### src/rtl/serpent_xts_pkg.sv
// Shared definitions for the Serpent XTS sequencer: FSM encodings and the GF(2^128) reduction constant.
package serpent_xts_pkg;

    typedef enum logic [2:0] {
        ST_IDLE    = 3'd0,
        ST_TKEY    = 3'd1,
        ST_TENC    = 3'd2,
        ST_DKEY    = 3'd3,
        ST_WAIT_IN = 3'd4,
        ST_DENC    = 3'd5,
        ST_OUT     = 3'd6,
        ST_DONE    = 3'd7
    } xts_state_e;

    localparam logic [7:0] XTS_POLY = 8'h87;

endpackage

### src/rtl/xts_gf_double.sv
// XTS tweak multiply-by-alpha in GF(2^128), little-endian byte order (byte0 = t[127:120]).
// Latency: purely combinational.
// Backpressure: none.
module xts_gf_double
    import serpent_xts_pkg::*;
(
    input  logic [127:0] t,
    output logic [127:0] t_dbl
);

    logic [127:0] le;
    logic [127:0] sh;

    always_comb begin
        le    = '0;
        sh    = '0;
        t_dbl = '0;
        // Reorder so byte i sits at le[8i+:8]; the shift then carries byte i bit7 into byte i+1 bit0.
        for (int i = 0; i < 16; i++) begin
            le[8*i +: 8] = t[127-8*i -: 8];
        end
        sh = {le[126:0], 1'b0};
        sh[7:0] = sh[7:0] ^ (le[127] ? XTS_POLY : 8'h00);
        for (int i = 0; i < 16; i++) begin
            t_dbl[127-8*i -: 8] = sh[8*i +: 8];
        end
    end

endmodule

### src/rtl/serpent_xts_seq.sv
// Sequences an external Serpent core through one XTS data unit: tweak encrypt, then per-block XEX.
// Latency: 1 cycle start->key request, core latency + 1 per stage, one block in flight at a time.
// Backpressure: o_din_ready only in WAIT_IN; o_dout held stable until i_dout_ready.
module serpent_xts_seq
    import serpent_xts_pkg::*;
#(
    parameter int MAX_BLK_W = 6
) (
    input  logic                 i_clk,
    input  logic                 i_rst,
    input  logic                 i_start,
    input  logic                 i_decrypt,
    input  logic [511:0]         i_key,
    input  logic [127:0]         i_tweak,
    input  logic [MAX_BLK_W-1:0] i_nblocks,
    input  logic                 i_din_valid,
    input  logic [127:0]         i_din,
    output logic                 o_din_ready,
    output logic                 o_dout_valid,
    output logic [127:0]         o_dout,
    input  logic                 i_dout_ready,
    output logic                 o_busy,
    output logic                 o_done,
    output logic                 o_core_key_valid,
    output logic [255:0]         o_core_key,
    input  logic                 i_core_key_ready,
    output logic                 o_core_start,
    output logic                 o_core_decrypt,
    output logic [127:0]         o_core_data,
    input  logic [127:0]         i_core_data,
    input  logic                 i_core_valid
);

    xts_state_e           state;
    logic [255:0]         k1_l;
    logic [127:0]         tweak_l;
    logic                 dec_l;
    logic [MAX_BLK_W-1:0] nblk_l;
    logic [MAX_BLK_W-1:0] cnt;
    logic [127:0]         t_reg;
    logic [127:0]         t_nxt;

    xts_gf_double u_dbl (
        .t     (t_reg),
        .t_dbl (t_nxt)
    );

    always_ff @(posedge i_clk or posedge i_rst) begin
        if (i_rst) begin
            state            <= ST_IDLE;
            k1_l             <= '0;
            tweak_l          <= '0;
            dec_l            <= 1'b0;
            nblk_l           <= '0;
            cnt              <= '0;
            t_reg            <= '0;
            o_din_ready      <= 1'b0;
            o_dout_valid     <= 1'b0;
            o_dout           <= '0;
            o_busy           <= 1'b0;
            o_done           <= 1'b0;
            o_core_key_valid <= 1'b0;
            o_core_key       <= '0;
            o_core_start     <= 1'b0;
            o_core_decrypt   <= 1'b0;
            o_core_data      <= '0;
        end else begin
            // Strobes are single-cycle unless re-armed below.
            o_core_start     <= 1'b0;
            o_core_key_valid <= 1'b0;
            o_done           <= 1'b0;
            case (state)
                ST_IDLE: begin
                    if (i_start) begin
                        k1_l             <= i_key[511:256];
                        tweak_l          <= i_tweak;
                        dec_l            <= i_decrypt;
                        nblk_l           <= (i_nblocks == '0) ? MAX_BLK_W'(1) : i_nblocks;
                        cnt              <= '0;
                        o_busy           <= 1'b1;
                        o_core_key       <= i_key[255:0];
                        o_core_key_valid <= 1'b1;
                        state            <= ST_TKEY;
                    end
                end
                ST_TKEY: begin
                    if (i_core_key_ready) begin
                        o_core_start   <= 1'b1;
                        o_core_decrypt <= 1'b0;
                        o_core_data    <= tweak_l;
                        state          <= ST_TENC;
                    end
                end
                ST_TENC: begin
                    if (i_core_valid) begin
                        t_reg            <= i_core_data;
                        o_core_key       <= k1_l;
                        o_core_key_valid <= 1'b1;
                        state            <= ST_DKEY;
                    end
                end
                ST_DKEY: begin
                    if (i_core_key_ready) begin
                        o_din_ready <= 1'b1;
                        state       <= ST_WAIT_IN;
                    end
                end
                ST_WAIT_IN: begin
                    if (i_din_valid) begin
                        o_din_ready    <= 1'b0;
                        o_core_start   <= 1'b1;
                        o_core_decrypt <= dec_l;
                        o_core_data    <= i_din ^ t_reg;
                        state          <= ST_DENC;
                    end
                end
                ST_DENC: begin
                    if (i_core_valid) begin
                        o_dout       <= i_core_data ^ t_reg;
                        o_dout_valid <= 1'b1;
                        state        <= ST_OUT;
                    end
                end
                ST_OUT: begin
                    if (i_dout_ready) begin
                        o_dout_valid <= 1'b0;
                        t_reg        <= t_nxt;
                        cnt          <= cnt + 1'b1;
                        if (cnt == nblk_l - 1'b1) begin
                            o_done <= 1'b1;
                            state  <= ST_DONE;
                        end else begin
                            o_din_ready <= 1'b1;
                            state       <= ST_WAIT_IN;
                        end
                    end
                end
                ST_DONE: begin
                    o_busy <= 1'b0;
                    state  <= ST_IDLE;
                end
                default: state <= ST_IDLE;
            endcase
        end
    end

endmodule

### config.mk
export PLATFORM = sky130hd
export DESIGN_NAME = serpent_xts_seq
export DESIGN_NICKNAME = d
export VERILOG_FILES = /design/src/rtl/serpent_xts_pkg.sv /design/src/rtl/xts_gf_double.sv /design/src/rtl/serpent_xts_seq.sv
export SDC_FILE = /design/constraint.sdc
export NUM_CORES = 2
export LEC_CHECK = 0
export ABC_CLOCK_PERIOD_IN_PS = 36800
export CORE_AREA = 2 2 555 557
export CTS_CLUSTER_SIZE = 10
export DETAILED_ROUTE_END_ITERATION = 16
export DIE_AREA = 0 0 557 559
export PLACE_DENSITY_LB_ADDON = 0.3
export RECOVER_POWER = 25
export REMOVE_ABC_BUFFERS = 1
export SYNTH_ARGS = -nofsm -noshare
export SYNTH_HDL_FRONTEND = slang
export SYNTH_HIERARCHICAL = 1
export SYNTH_SLANG_ARGS = --single-unit
export TNS_END_PERCENT = 1
### constraint.sdc
create_clock -name i_clk -period 36.8 [get_ports i_clk]
set_input_delay 3.68 -clock i_clk [delete_from_list [all_inputs] [get_ports i_clk]]
set_output_delay 3.68 -clock i_clk [all_outputs]
set_load 0.03 [all_outputs]
==> metrics.cfg <==
[cts]
cts_root_buf=clkbuf_16
clk_path_buf_depth=4
clk_pin_slew_ps=50
ctsResizeCount=0
clock_sinks=1047
tritoncts=done
cts_buffers=142
cts_hold_buf=0
h-tree-depth=4
cts_setup_buffers=0
insertion_delay_ps=790

[synth]
synth_top_flop_cell=dfrtp_1
syn_inst=4922
yosysWarnings=6
async_reset_ff_frac=1.000
synth_area_um2=46460
postSynthAreaPerCell_um2=9.438
synthDistinctLibCells=42
synth_edf_count=0
yosys_register_bits=1047
ys_seq_area_frac=0.5640

[global_route]
grt_pass1_wl_um=330000
track_usage=0.1497
grt_overflow=0
grt_pass1_vias=40180
grt_max_degree=196
antenna_found_initial=53

[setup_path]
r2r_slack_ps=27370
crit_arrival_ps=14430
path_delay_family=buffers and inverters
required_ps=37550
crit_slowest_cell=clkbuf_1
path_buf_inv=5
r2r_end=k1_l[27]
path_common_cell=clkbuf_1
critPathKind=in -> async
cp-start-kind=input port
cpPeakStageDelay_ps=4860
cp_max_fo=115
cp_cell_sequence=dlygate4sd3_1 > clkinvlp_2 > clkbuf_1 > clkbuf_1 > buf_4
rr_worst_depth=5
end_kind=asynchronous set/reset pin
rr_startpoint=state[2]

[sta]
setup_violations=0
max-slew-margin-rel=-4.163
finalMaxSlewViolations=1093
max_freq_mhz=73.10
skew_ps=56.39
hold_violations=0
finalSetupTns_ps=0
grt_setup_unrepaired=no
tightest_slew_ps=7744
finalCritPeriodShare=0.3717
fin_crit_ps=13680

[cells_and_area]
nets=7032
fillCellCount=33320
syn_to_final_growth_pct=47.01
drive_gt1_frac=0.03905
post-route-util=0.2239
mostFrequentLayoutCells=nand2_1, clkdlybuf4s50_1, dfrtp_1, o21ai_0, mux2i_1
layout_commonest_cell=nand2_1
fin_cells=10320
reg_top3=k1_l x256, o_core_key x256

[routing]
ant_nets=0
routed_wl_um=241000
vias=38960
drt-pass1-iter-count=5
detail_route.vias_per_cell=3.774
drtIter0Drc=2377
wl_per_cell_um=23.35
remaining_drc_errors=0

[power_and_ir_drop]
pwr-share-seq=0.337
switchingPower_mw=2.737
powerDensity_nw_per_um2=90.95
peakVddDrop_uv=42.22
p_leak_nw=29.80
internal_power_mw=3.474
power_mw=6.211
p_sw_frac=0.4407
combPwrFrac=0.448
power_frac_clock=0.215

[floorplanning]
ios=1429
start_util=0.1523
row_count=203
die-area_um2=311400
die_y_um=559
die_w_um=557
core-area_um2=305000

[min_path]
min_to=tweak_l[46]
hold_depth=2
hp-class=reg -> reg
hold_start=tweak_l[46]

[run]
cap_violations=17

[place]
port_buffers=1428
gp_congestion=0.8693
dp.cells=10080
dp_hpwl_um=189500

[run_status]
violations=capacitance limit, slew limit
outcome=finished with violations

[worst max-delay path by stage]
stage | startpoint | to | slack (ps) | cells after the start
finish | i_rst | t_reg[10] | 23120 | 5
global route | i_rst | o_core_data[9] | 21140 | 5
CTS | i_rst | o_core_key[176] | 29430 | 6
detailed placement | i_rst | o_core_key[176] | 28530 | 6
global placement | i_rst | o_core_key[146] | 28640 | 6
floorplan | state[1] | t_reg[0] | -18750 | 3
[layout make-up]
class,count,area (um2),share of cell area
clock buffer,188,3919,0.05738
inverter,8,31.28,0.0004580
tap,4100,5130,0.07512
antenna,26,65.06,0.0009527
timing repair buffer,1485,14700,0.2152
sequential,1047,26200,0.3836
clock inverter,33,390.4,0.005716
multi-input combinational,3436,17860,0.2615
[synth_stat cells (all sizes together), types with 3 or more instances]
master / instances / area share
buf: 279 / 0.039
nand2: 1943 / 0.16
nor2: 9 / 0.00073
clkbuf: 152 / 0.012
nand2b: 5 / 0.00067
a41oi: 3 / 0.00057
o21ai: 775 / 0.083
dfrtp: 1047 / 0.56
inv: 8 / 0.00065
nand4: 3 / 0.00040
a311oi: 4 / 0.00075
xor2: 9 / 0.0017
nand3b: 4 / 0.00065
xnor2: 260 / 0.049
or3: 4 / 0.00054
mux2i: 385 / 0.083
nor3: 6 / 0.00065
[worst min-delay path, stage by stage, from the launching register on]
cell     delay [ps]
dfrtp_1         330
nand2_1          50
nand2_1          50
[power groups by stage]
stage / Clock (mW) / Sequential [mW] / Combinational, mW
2_1_floorplan: 0 / 2.50 / 1.47
3_3_place_gp: 0 / 2.10 / 2.82
3_5_place_dp: 0 / 2.12 / 2.84
4_1_cts: 1.39 / 2.10 / 2.85
5_1_grt: 1.43 / 2.17 / 3.04
6_report: 1.34 / 2.09 / 2.78
[stage by stage]
stage               hold slack (ps)  area [um2]  worst slack [ps]
floorplan                     440.4       44080            -18750
global placement              451.8       64030             28640
detailed placement            457.1       64030             28530
CTS                           470.2       68340             29430
global route                  483.1       68280             21140
finish                        463.8       68290             23120
[metal layers]
layer	GRT usage	routed length [um]	vias to the layer above	part of all wire
met5	0	84	-	0.00035
met4	0.04210	6117	14	0.025
met3	0.05453	22430	279	0.093
met2	0.2453	112200	1376	0.47
met1	0.1829	100200	19070	0.42
li1	-	-	18220	-
[logic make-up (layout without fill, tap and decap cells)]
logic type               count (synthesis)  after routing  share of synthesized area
buffers and inverters                  439           1714                    0.05174
other                                    0             26                          0
AO/OA/AOI/OAI                          793            793                    0.08670
flip-flops                            1047           1047                     0.5640
multiplexers                           388            388                    0.08392
adder cells (fa/ha/maj)                  2              2                  0.0005386
XOR/XNOR                               269            269                    0.05072
AND/OR/NAND/NOR                       1984           1984                     0.1624
Power figures use the tool's default switching activity.
